File: config.mk
export PLATFORM = sky130hd
export DESIGN_NAME = ddr_rd_burst_dma
export DESIGN_NICKNAME = d
export VERILOG_FILES = /design/src/rtl/ddr_rd_pkg.sv /design/src/rtl/ddr_rd_out_reg.sv /design/src/rtl/ddr_rd_burst_dma.sv
export SDC_FILE = /design/constraint.sdc
export NUM_CORES = 1
export LEC_CHECK = 0
export CORE_AREA = 8 8 144 146
export CTS_CLUSTER_SIZE = 24
export DETAILED_ROUTE_END_ITERATION = 16
export DIE_AREA = 0 0 152 154
export PLACE_DENSITY_LB_ADDON = 0.05
export SYNTH_ARGS = -nofsm -noshare
export SYNTH_HDL_FRONTEND = slang
export SYNTH_HIERARCHICAL = 1
export SYNTH_SLANG_ARGS = --single-unit
File: constraint.sdc
create_clock -name i_axi_aclk -period 3.45 [get_ports i_axi_aclk]
set_input_delay 0.69 -clock i_axi_aclk [delete_from_list [all_inputs] [get_ports i_axi_aclk]]
set_output_delay 0.69 -clock i_axi_aclk [all_outputs]
set_load 0.02 [all_outputs]
File: src/rtl/ddr_rd_pkg.sv
// rtl/ddr_rd_pkg.sv - state encoding and default geometry for the DDR multi-burst read engine
package ddr_rd_pkg;

  localparam int DEF_MEM_DQ_WIDTH    = 16;
  localparam int DEF_BURST_LENGTH    = 8;
  localparam int DEF_CTRL_ADDR_WIDTH = 28;
  localparam int DEF_LEN_WIDTH       = 4;
  localparam int DEF_ARLEN           = 15;
  localparam int DEF_ADDR_STEP       = 128;
  localparam int DEF_NB_WIDTH        = 16;

  typedef enum logic [2:0] {
    ST_IDLE = 3'd0,
    ST_AR   = 3'd1,
    ST_RD   = 3'd2,
    ST_NEXT = 3'd3,
    ST_DONE = 3'd4
  } rd_state_e;

endpackage

File: src/rtl/ddr_rd_out_reg.sv
// rtl/ddr_rd_out_reg.sv - one-entry output register that generates the upstream ready
module ddr_rd_out_reg #(
  parameter int WIDTH = 128
) (
  input  logic             i_axi_aclk,
  input  logic             i_rstn,
  input  logic             i_en,
  input  logic             i_in_valid,
  input  logic [WIDTH-1:0] i_in_data,
  output logic             o_in_ready,
  output logic [WIDTH-1:0] o_out_data,
  output logic             o_out_valid,
  input  logic             i_out_ready
);

  logic push;

  // Ready while empty or being drained this cycle, so a held-high consumer sees no bubbles.
  assign o_in_ready = i_en && (!o_out_valid || i_out_ready);
  assign push       = i_in_valid && o_in_ready;

  always_ff @(posedge i_axi_aclk or negedge i_rstn) begin
    if (!i_rstn) begin
      o_out_valid <= 1'b0;
      o_out_data  <= '0;
    end else if (push) begin
      o_out_valid <= 1'b1;
      o_out_data  <= i_in_data;
    end else if (o_out_valid && i_out_ready) begin
      o_out_valid <= 1'b0;
    end
  end

endmodule

File: src/rtl/ddr_rd_burst_dma.sv
// rtl/ddr_rd_burst_dma.sv - command-driven multi-burst AXI4 read engine with rlast framing check
module ddr_rd_burst_dma
  import ddr_rd_pkg::*;
#(
  parameter int MEM_DQ_WIDTH    = DEF_MEM_DQ_WIDTH,
  parameter int BURST_LENGTH    = DEF_BURST_LENGTH,
  parameter int CTRL_ADDR_WIDTH = DEF_CTRL_ADDR_WIDTH,
  parameter int LEN_WIDTH       = DEF_LEN_WIDTH,
  parameter int ARLEN           = DEF_ARLEN,
  parameter int ADDR_STEP       = DEF_ADDR_STEP,
  parameter int NB_WIDTH        = DEF_NB_WIDTH
) (
  input  logic                                 i_axi_aclk,
  input  logic                                 i_rstn,
  output logic [CTRL_ADDR_WIDTH-1:0]           o_axi_araddr,
  output logic [LEN_WIDTH-1:0]                 o_axi_arlen,
  output logic                                 o_axi_arvalid,
  input  logic                                 i_axi_arready,
  input  logic [MEM_DQ_WIDTH*BURST_LENGTH-1:0] i_axi_rdata,
  input  logic                                 i_axi_rvalid,
  input  logic                                 i_axi_rlast,
  output logic                                 o_axi_rready,
  input  logic                                 i_cmd_valid,
  output logic                                 o_cmd_ready,
  input  logic [CTRL_ADDR_WIDTH-1:0]           i_cmd_addr,
  input  logic [NB_WIDTH-1:0]                  i_cmd_nburst,
  output logic [MEM_DQ_WIDTH*BURST_LENGTH-1:0] o_rd_data,
  output logic                                 o_rd_valid,
  input  logic                                 i_rd_ready,
  output logic                                 o_busy,
  output logic                                 o_done,
  output logic                                 o_err
);

  localparam int BEAT_WIDTH = MEM_DQ_WIDTH * BURST_LENGTH;
  // One spare bit so an overlong burst cannot alias back onto the last-beat index.
  localparam int CNT_WIDTH  = LEN_WIDTH + 1;
  localparam logic [CNT_WIDTH-1:0]       LAST_BEAT = CNT_WIDTH'(ARLEN);
  localparam logic [CTRL_ADDR_WIDTH-1:0] STEP      = CTRL_ADDR_WIDTH'(ADDR_STEP);

  rd_state_e                state_q, state_d;
  logic [CTRL_ADDR_WIDTH-1:0] addr_q;
  logic [NB_WIDTH-1:0]        remaining_q;
  logic [CNT_WIDTH-1:0]       beat_cnt_q;
  logic                       err_q;
  logic                       rd_en;
  logic                       cmd_fire;
  logic                       beat_fire;

  assign cmd_fire     = i_cmd_valid && o_cmd_ready;
  assign beat_fire    = i_axi_rvalid && o_axi_rready;
  assign o_axi_araddr = addr_q;
  assign o_axi_arlen  = LEN_WIDTH'(ARLEN);
  assign o_err        = err_q;

  always_ff @(posedge i_axi_aclk or negedge i_rstn) begin
    if (!i_rstn) begin
      state_q <= ST_IDLE;
    end else begin
      state_q <= state_d;
    end
  end

  always_comb begin
    state_d = state_q;
    case (state_q)
      ST_IDLE: if (cmd_fire) state_d = (i_cmd_nburst == '0) ? ST_DONE : ST_AR;
      ST_AR:   if (i_axi_arready) state_d = ST_RD;
      ST_RD:   if (beat_fire && i_axi_rlast) state_d = ST_NEXT;
      ST_NEXT: state_d = (remaining_q <= NB_WIDTH'(1)) ? ST_DONE : ST_AR;
      ST_DONE: state_d = ST_IDLE;
      default: state_d = ST_IDLE;
    endcase
  end

  always_comb begin
    o_cmd_ready   = 1'b0;
    o_axi_arvalid = 1'b0;
    o_busy        = 1'b1;
    o_done        = 1'b0;
    rd_en         = 1'b0;
    case (state_q)
      ST_IDLE: begin
        o_cmd_ready = 1'b1;
        o_busy      = 1'b0;
      end
      ST_AR:   o_axi_arvalid = 1'b1;
      ST_RD:   rd_en = 1'b1;
      ST_DONE: o_done = 1'b1;
      default: ;
    endcase
  end

  always_ff @(posedge i_axi_aclk or negedge i_rstn) begin
    if (!i_rstn) begin
      addr_q      <= '0;
      remaining_q <= '0;
      beat_cnt_q  <= '0;
      err_q       <= 1'b0;
    end else begin
      case (state_q)
        ST_IDLE: begin
          if (cmd_fire) begin
            addr_q      <= i_cmd_addr;
            remaining_q <= i_cmd_nburst;
            err_q       <= 1'b0;
          end
        end
        ST_AR: begin
          if (i_axi_arready) beat_cnt_q <= '0;
        end
        ST_RD: begin
          if (beat_fire) begin
            if (beat_cnt_q != '1) beat_cnt_q <= beat_cnt_q + 1'b1;
            // Early rlast and missing rlast both reduce to rlast disagreeing with the last index.
            if (i_axi_rlast != (beat_cnt_q == LAST_BEAT)) err_q <= 1'b1;
          end
        end
        ST_NEXT: begin
          remaining_q <= remaining_q - 1'b1;
          addr_q      <= addr_q + STEP;
        end
        default: ;
      endcase
    end
  end

  ddr_rd_out_reg #(
    .WIDTH(BEAT_WIDTH)
  ) u_out_reg (
    .i_axi_aclk (i_axi_aclk),
    .i_rstn     (i_rstn),
    .i_en       (rd_en),
    .i_in_valid (i_axi_rvalid),
    .i_in_data  (i_axi_rdata),
    .o_in_ready (o_axi_rready),
    .o_out_data (o_rd_data),
    .o_out_valid(o_rd_valid),
    .i_out_ready(i_rd_ready)
  );

endmodule
==> flow_summary.toml, run 1 <==
[cells_and_area]
syn_to_final_growth_pct = 48.6
postLayoutCoreUtil_pct = 68.8
ff_latch_area_um2 = 4550
fin_cells = 1223
fillerInstances = 1315
layout.nets = 1158
fin_area_um2 = 12700
layout-drive-gt1-share_pct = 19.5
multi_input_area_um2 = 3610

[clock_network]
cts_made_buffers = 17
clk_pin_slew_ps = 70
worst_skew_pair.late_latency_ps = 430
cts_tree = "done"
cts_max_level = 4
postCtsHoldBufs = 0
post_cts_buffers = 0
cts_resized = 0
cts.path.max_buffers = 2
cts_sinks = 182
cts_root_buffer = "clkbuf_16"

[logic_synthesis]
synth-edff-count = 0
ys_warn_count = 6
syn_avg_cell_area_um2 = 13.5
synthArstFlopShare_pct = 100
netlist_area_um2 = 8540
synth-seq-cells = 182
ys.flop_type = "dfrtp_1"
synthCells = 632
yosys.cell_types.count = 67
seq_area_frac_synth_pct = 53.3

[pwr]
leakage_nw = 5.42
finalPower_w = 0.0124
powerDensity_nw_per_um2 = 974
vdd_drop_max_v = 0.000503

[timing]
setup_viol = 0
hold_viol = 0
skew_ps = 13.4
min_period_ps = 3180
rsz0062_at_grt = "false"
slew_headroom_pct = 46.5
clock.fmax_ghz = 0.314
finalMaxSlewViolations = 0
final.period_utilization_pct = 92.3
fin_setup_tns_ps = 0
worst_slew_pin_slew_ps = 799

[setup_path]
crit_path_end_kind = "primary output"
critPathKind = "register to primary output"
start_kind = "register"
path_buf_inv = 2
slowest_stage = "clkdlybuf4s50_1"
max_stage_delay_ps = 620
cp_data_required_time_ps = 2760
crit_chain = "or3b_2 > inv_1 > and2_1 > clkdlybuf4s50_1"
cp_max_fo = 14
cpLargestDelayFamily = "buffers and inverters"
cp.arrival_ps = 2490

[drt]
routed-via-count = 6574
firstDrtPassIters = 4
drc = 0
drt_wl_total_um = 27700
antenna_left = 0
wire_per_inst_um = 22.6
drtIter0Drc = 373
vias_per_cell = 5.38

[floorplan]
initial_core_util_pct = 46.3
coreArea_um2 = 18500
die_y_um = 154
rows = 50
die_x_um = 152
die-area_um2 = 23400
io_pins = 346

[grt]
grt.total_usage_pct = 23.5
grt_first_pass_wirelength_um = 42700
grt_antenna_before_repair = 3
grt_max_degree = 82
grt_pass1_vias = 6972
grt_overflow_total = 0

[worst_hold_path]
hp-class = "input port to asynchronous set/reset pin"

[placement]
gp_congestion = 0.843
numPortBuffers = 341
dp_hpwl_um = 21100
placed_area_um2 = 12100
dp_cells = 1188

[flow_run]
cap_violations = 0

[outcome]
status = "complete, no violations"
cell usage after synthesis, drive strengths merged, types with 4 or more instances:
cell type	number	area, µm²
dfrtp	182	4550
mux2	128	1890
nand2	63	236
buf	26	322
nor2	26	97.6
nand3	22	110
nor4	12	81.3
a21oi	11	55.1
o211ai	11	82.6
clkbuf	10	37.5
inv	10	37.5
o311ai	10	87.6
nand4	9	71.3
nor3	9	45.0
o21ai	9	45.0
and3	6	38.8
ha	6	75.1
o22ai	6	37.5
a211oi	5	37.5
or4	5	37.5
and2	4	25.0
mux2i	4	40.0
nand2b	4	32.5
or2	4	25.0
cell families after synthesis:
group                    share of synthesized area, %
other                                          0.0439
adder cells (fa/ha/maj)                         0.879
XOR/XNOR                                        0.308
buffers and inverters                            4.64
AND/OR/NAND/NOR                                  11.3
multiplexers                                     22.6
AO/OA/AOI/OAI                                    6.87
flip-flops                                       53.3
power by group:
part / total (W) / leakage, nW / switching (W) / internal, W
clock network: 0.00206 / 0.308 / 0.000847 / 0.00121
logic: 0.00631 / 2.93 / 0.00296 / 0.00335
registers: 0.00399 / 2.18 / 0.000805 / 0.00319
layer usage:
layer / routed length [µm] / global-route usage, %
met4: 1010 / 11.3
met2: 14000 / 39.7
met3: 1650 / 6.25
met5: 0 / 0
met1: 11000 / 27.6
state kept, by name, summed over array words and instances (netlist names):
register	cells
u_out_reg/o_out_valid	1
o_axi_araddr	28
o_err	1
u_out_reg/o_out_data	128
beat_cnt_q	5
state_q	3
remaining_q	16
per-stage QoR:
| step | setup WS [ps] | hold slack (ps) |
|---|---|---|
| after floorplan | 1100 | 394 |
| after global placement | 677 | 460 |
| after detailed placement | 668 | 469 |
| after CTS | 249 | 193 |
| after global routing | 143 | 199 |
| final | 267 | 188 |
worst register-to-register path, stage by stage, from the launching register on:
cell,delay [ps]
dfrtp_1,600
or3b_2,540
inv_1,130
nand2_1,120
nor2b_4,470
buf_12,310
mux2_2,410
cells in the final DEF, fill, tap and decap left out, types with 5 or more instances in the layout:
master / Yosys / final
a211oi_1: 5 / 5
a21oi_1: 11 / 11
and3_1: 5 / 5
buf_4: 4 / 10
clkbuf_16: 0 / 17
clkdlybuf4s50_1: 0 / 340
dfrtp_1: 182 / 182
ha_1: 6 / 6
inv_1: 10 / 10
inv_6: 0 / 5
mux2_2: 8 / 8
mux2_4: 120 / 120
nand2_1: 63 / 63
nand3_1: 22 / 22
nand4_1: 8 / 8
nor2_1: 26 / 26
nor3_1: 9 / 9
nor4_1: 11 / 11
o211ai_1: 11 / 11
o21ai_0: 9 / 9
o22ai_1: 6 / 6
o311ai_0: 10 / 10
or4_1: 5 / 5
path summary, 6_finish.rpt:
check | start | to | slack [ps] | cells past startpoint
hold reg to reg | o_err | o_err | 480 | 2
setup / recovery | state_q[1] | o_axi_rready | 270 | 4
hold / removal | i_rstn | u_out_reg/o_out_data[25] | 190 | 1
max in group asynchronous | i_rstn | u_out_reg/o_out_data[55] | 2340 | 2
min in group i_axi_aclk | o_err | o_err | 480 | 2
setup reg to reg | state_q[1] | u_out_reg/o_out_data[0] | 760 | 6
cell type report:
cell class	instances	share of cell area, %
diodes	3	0.0591
well taps	234	2.31
repair buffers	355	28.1
clock buffers	20	3.68
clock inverters	12	1.26
multi-input cells	407	28.4
flip-flops and latches	182	35.9
inverters	10	0.296
(Power assumes the default switching activity.)
==> run 2, diff against run 1 <==
- CAP_MARGIN: unset -> 20
- SKIP_LAST_GASP: unset -> 1
- clock period: 3.45 -> 4.05 ns (I/O delays scaled with it)
==> run 2 against run 1 <==
Compared with the run above:
- hold slack better by 220 ps
- critical path type unchanged
- largest power group unchanged
- non-clock buffer count decreased by 3
- critical endpoint unchanged
- register-to-register slack better by 480 ps
==> flow_summary.toml, run 2 (synthesized netlist as in run 1, its figures left out) <==
[timing]
setup_viol = 0
rsz0062_at_grt = "false"
clock.fmax_ghz = 0.300
min_period_ps = 3340
hold_viol = 0
skew_ps = 9.94
final.period_utilization_pct = 82.4
fin_setup_tns_ps = 0
slew_headroom_pct = 47.6
finalMaxSlewViolations = 0
worst_slew_pin_slew_ps = 787

[setup_path]
cpLargestDelayFamily = "buffers and inverters"
cp.arrival_ps = 2530
r2r_start = "state_q[1]"
crit_chain = "or3b_2 > inv_1 > and2_1 > clkdlybuf4s50_1"
max_stage_delay_ps = 630
start_kind = "register"
cp_data_required_time_ps = 3240
crit_path_end_kind = "primary output"
cp_max_fo = 14
slowest_stage = "clkdlybuf4s50_1"
critPathKind = "register to primary output"
cp-startpoint = "state_q[1]"
path_buf_inv = 2

[pwr]
vdd_drop_max_v = 0.000331
leakage_nw = 5.39
powerDensity_nw_per_um2 = 824

[placement]
numPortBuffers = 341
dp_cells = 1185
dp_hpwl_um = 20900
gp_congestion = 0.853

[clock_network]
cts_max_level = 4
cts_resized = 0
postCtsHoldBufs = 0
cts_tree = "done"
post_cts_buffers = 0
worst_skew_pair.late_latency_ps = 420
cts_root_buffer = "clkbuf_16"
cts.path.max_buffers = 2
cts_sinks = 182
clk_pin_slew_ps = 70
cts_made_buffers = 17

[cells_and_area]
largest_reg_flops = 128
layout_commonest_cell = "clkdlybuf4s50_1"
regMostFlops = "u_out_reg/o_out_data"
fillerInstances = 1313
layout-drive-gt1-share_pct = 19.0
layout.nets = 1155
fin_cells = 1220
syn_to_final_growth_pct = 48.1
final_cell_mix = "clkdlybuf4s50_1, dfrtp_1, mux2_4"

[grt]
grt_overflow_total = 0
grt_antenna_before_repair = 3
grt_first_pass_wirelength_um = 41800
grt.total_usage_pct = 22.9
grt_pass1_vias = 6742
grt_max_degree = 83

[drt]
vias_per_cell = 5.36
firstDrtPassIters = 5
wire_per_inst_um = 22.4
drtIter0Drc = 382
drc = 0
drt_wl_total_um = 27400
routed-via-count = 6544
antenna_left = 0

[floorplan]
rows = 50
die_y_um = 154
coreArea_um2 = 18500
initial_core_util_pct = 46.3
io_pins = 346
die-area_um2 = 23400
die_x_um = 152

[worst_hold_path]
hp-class = "input port to asynchronous set/reset pin"

[flow_run]
cap_violations = 0

[outcome]
status = "complete, no violations"
run 2: cell types whose count changed in the layout (fill, tap and decap cells not counted), moves of 2 or more:
cell,before,now
buf_4,10,6
clkbuf_1,0,2
clkbuf_8,3,1
clkinv_4,1,5
run 2: area by class of cell:
| type | count | area [µm²] | area share, % |
|---|---|---|---|
| diodes | 3 | 7.51 | 0.0593 |
| clock buffers | 20 | 447 | 3.53 |
| clock inverters | 12 | 144 | 1.14 |
| inverters | 10 | 37.5 | 0.297 |
| multi-input cells | 407 | 3610 | 28.5 |
| flip-flops and latches | 182 | 4550 | 36.0 |
| well taps | 234 | 293 | 2.31 |
| repair buffers | 352 | 3560 | 28.1 |
run 2: power breakdown:
group          switching [W]  internal, W  leakage [nW]
combinational        0.00251      0.00286          2.91
sequential          0.000683      0.00272          2.18
clock               0.000721     0.000939         0.290
run 2: final timing paths:
path                                        endpoint  slack (ps)  cells past startpoint
max in group asynchronous   u_out_reg/o_out_data[80]        2670                      2
setup / recovery                        o_axi_rready         710                      4
min in group i_axi_aclk                        o_err         480                      2
setup reg to reg           u_out_reg/o_out_data[121]        1240                      6
hold / removal              u_out_reg/o_out_data[88]         410                      1
hold reg to reg                                o_err         480                      2
run 2: through the flow:
stage / utilization (%) / power (W) / worst slack [ps] / hold slack, ps / cell area (µm²)
5_1_grt: 68.6 / 0.0109 / 618 / 477 / 12700
2_1_floorplan: - / 0.00634 / 1700 / 460 / 8550
4_1_cts: 68.5 / 0.0105 / 698 / 457 / 12600
3_3_place_gp: 65.3 / 0.00867 / 1030 / 463 / 12100
3_5_place_dp: 65.3 / 0.00880 / 1040 / 466 / 12100
6_report: 68.6 / 0.0104 / 714 / 410 / 12700
run 2: worst reg2reg max path: cells and delay by family, from the launching register on:
family        cells  cell delay, ps
mux               1             390
flops             1             600
simple gates      3            1240
buf+inv           2             460
run 2: per-layer routing:
layer / vias to the layer above / global-route usage (%) / share of wire [%]
met4: 0 / 8.47 / 2.3
li1: 2986 / - / -
met2: 290 / 39.8 / 52
met3: 38 / 5.47 / 5.7
met1: 3230 / 27.1 / 40
met5: - / 0 / 0
==> run 3, diff against run 2 <==
- CORE_AREA: 8 8 144 146 -> 8 8 149 151
- DIE_AREA: 0 0 152 154 -> 0 0 157 159
- clock period: 4.05 -> 3.1 ns (I/O delays scaled with it)
==> run 3 against run 2 <==
Compared with the run above:
- utilization decreased by 4.5 points
- power increased by 31%
- flip-flop and latch count unchanged
- largest power group unchanged
==> flow_summary.toml, run 3 (synthesized netlist as in run 1, its figures left out) <==
[outcome]
status = "complete, no violations"

[clock_network]
post_cts_buffers = 0
worst_skew_pair.late_latency_ps = 440
cts_tree = "done"
cts_made_buffers = 17
postCtsHoldBufs = 0
clk_pin_slew_ps = 70
cts_resized = 0
cts_max_level = 4
cts_root_buffer = "clkbuf_16"
cts.path.max_buffers = 2
cts_sinks = 182

[timing]
clock.fmax_ghz = 0.341
setup_viol = 0
skew_ps = 16.8
hold_viol = 0
finalMaxSlewViolations = 0
worst_slew_pin_slew_ps = 792
fin_setup_tns_ps = 0
slew_headroom_pct = 47.0
final.period_utilization_pct = 94.5
min_period_ps = 2930
rsz0062_at_grt = "false"

[cells_and_area]
final_cell_mix = "clkdlybuf4s50_1, dfrtp_1, mux2_4"
syn_to_final_growth_pct = 48.9
regMostFlops = "u_out_reg/o_out_data"
largest_reg_flops = 128
postLayoutCoreUtil_pct = 64.1
layout_commonest_cell = "clkdlybuf4s50_1"
multi_input_area_um2 = 3610
fillerInstances = 1520
layout.nets = 1159
ff_latch_area_um2 = 4550
layout-drive-gt1-share_pct = 19.5

[drt]
routed-via-count = 6653
antenna_left = 0
vias_per_cell = 5.28
wire_per_inst_um = 21.9
drt_wl_total_um = 27600
firstDrtPassIters = 5
drc = 0
drtIter0Drc = 395

[placement]
gp_congestion = 0.855
numPortBuffers = 341
dp_hpwl_um = 21100

[floorplan]
die-area_um2 = 25000
io_pins = 346
die_x_um = 157
die_y_um = 159
initial_core_util_pct = 43.1
coreArea_um2 = 19800
rows = 52

[worst_hold_path]
hp-class = "input port to asynchronous set/reset pin"

[pwr]
powerDensity_nw_per_um2 = 1070
leakage_nw = 5.40
vdd_drop_max_v = 0.000513
finalPower_w = 0.0136

[flow_run]
cap_violations = 0

[setup_path]
start_kind = "register"
r2r_start = "state_q[2]"
cp.arrival_ps = 2310
critPathKind = "register to primary output"
cp_data_required_time_ps = 2480
crit_path_end_kind = "primary output"
cp-startpoint = "state_q[2]"
cp_max_fo = 4

[grt]
grt_antenna_before_repair = 1
grt.total_usage_pct = 22.2
grt_pass1_vias = 6952
grt_first_pass_wirelength_um = 42600
grt_overflow_total = 0
grt_max_degree = 70
## run 3: cell types whose count changed in the layout (fill, tap and decap cells not counted), sizes merged
cell | before | now
buf | 12 | 16
bufinv | 2 | 1
clkbuf | 20 | 18
clkinv | 6 | 3
clkinvlp | 0 | 2
diode | 3 | 2
inv | 14 | 18
## run 3: final cells by class
class	instances	share of cell area (%)
antenna	2	0.0394
clock buffer	18	3.37
clock inverter	14	1.21
inverter	10	0.295
multi-input combinational	407	28.4
sequential	182	35.8
tap	270	2.66
timing repair buffer	356	28.2
## run 3: report_power, final
| part | switching [W] | internal (W) | leakage (nW) |
|---|---|---|---|
| Clock | 0.00102 | 0.00114 | 0.280 |
| Sequential | 0.000862 | 0.00355 | 2.18 |
| Combinational | 0.00332 | 0.00374 | 2.94 |
## run 3: worst paths after layout
| path | end | slack, ps | cells after the start |
|---|---|---|---|
| max in group asynchronous | u_out_reg/o_out_data[13] | 2090 | 2 |
| min | u_out_reg/o_out_data[17] | 190 | 1 |
| min reg2reg | o_axi_araddr[1] | 480 | 2 |
| max reg2reg | u_out_reg/o_out_data[121] | 660 | 6 |
| min in group i_axi_aclk | o_axi_araddr[1] | 480 | 2 |
| max | o_axi_rready | 170 | 4 |
## run 3: worst max-delay path, cell delays in order, from the launching register on
cell,delay (ps)
dfrtp_1,370
or3b_2,500
inv_1,160
and2_1,210
clkdlybuf4s50_1,630
## run 3: stage by stage
stage / worst slack, ps / cells / hold WS (ps) / area [µm²]
CTS: 175 / 1257 / 214 / 12700
global placement: 484 / 1225 / 462 / 12100
finish: 170 / 1259 / 194 / 12700
global route: 87.2 / 1258 / 229 / 12700
detailed placement: 500 / 1225 / 467 / 12100
floorplan: 746 / 635 / 324 / 8550
## run 3: layer usage
layer  vias to the layer above  track usage (%)  wire length (µm)
met5                         -                0                 0
met4                         0             8.74               843
met3                        47             6.89              2270
met2                       316             36.4             13400
met1                      3300             26.7             11100
li1                       2990                -                 -
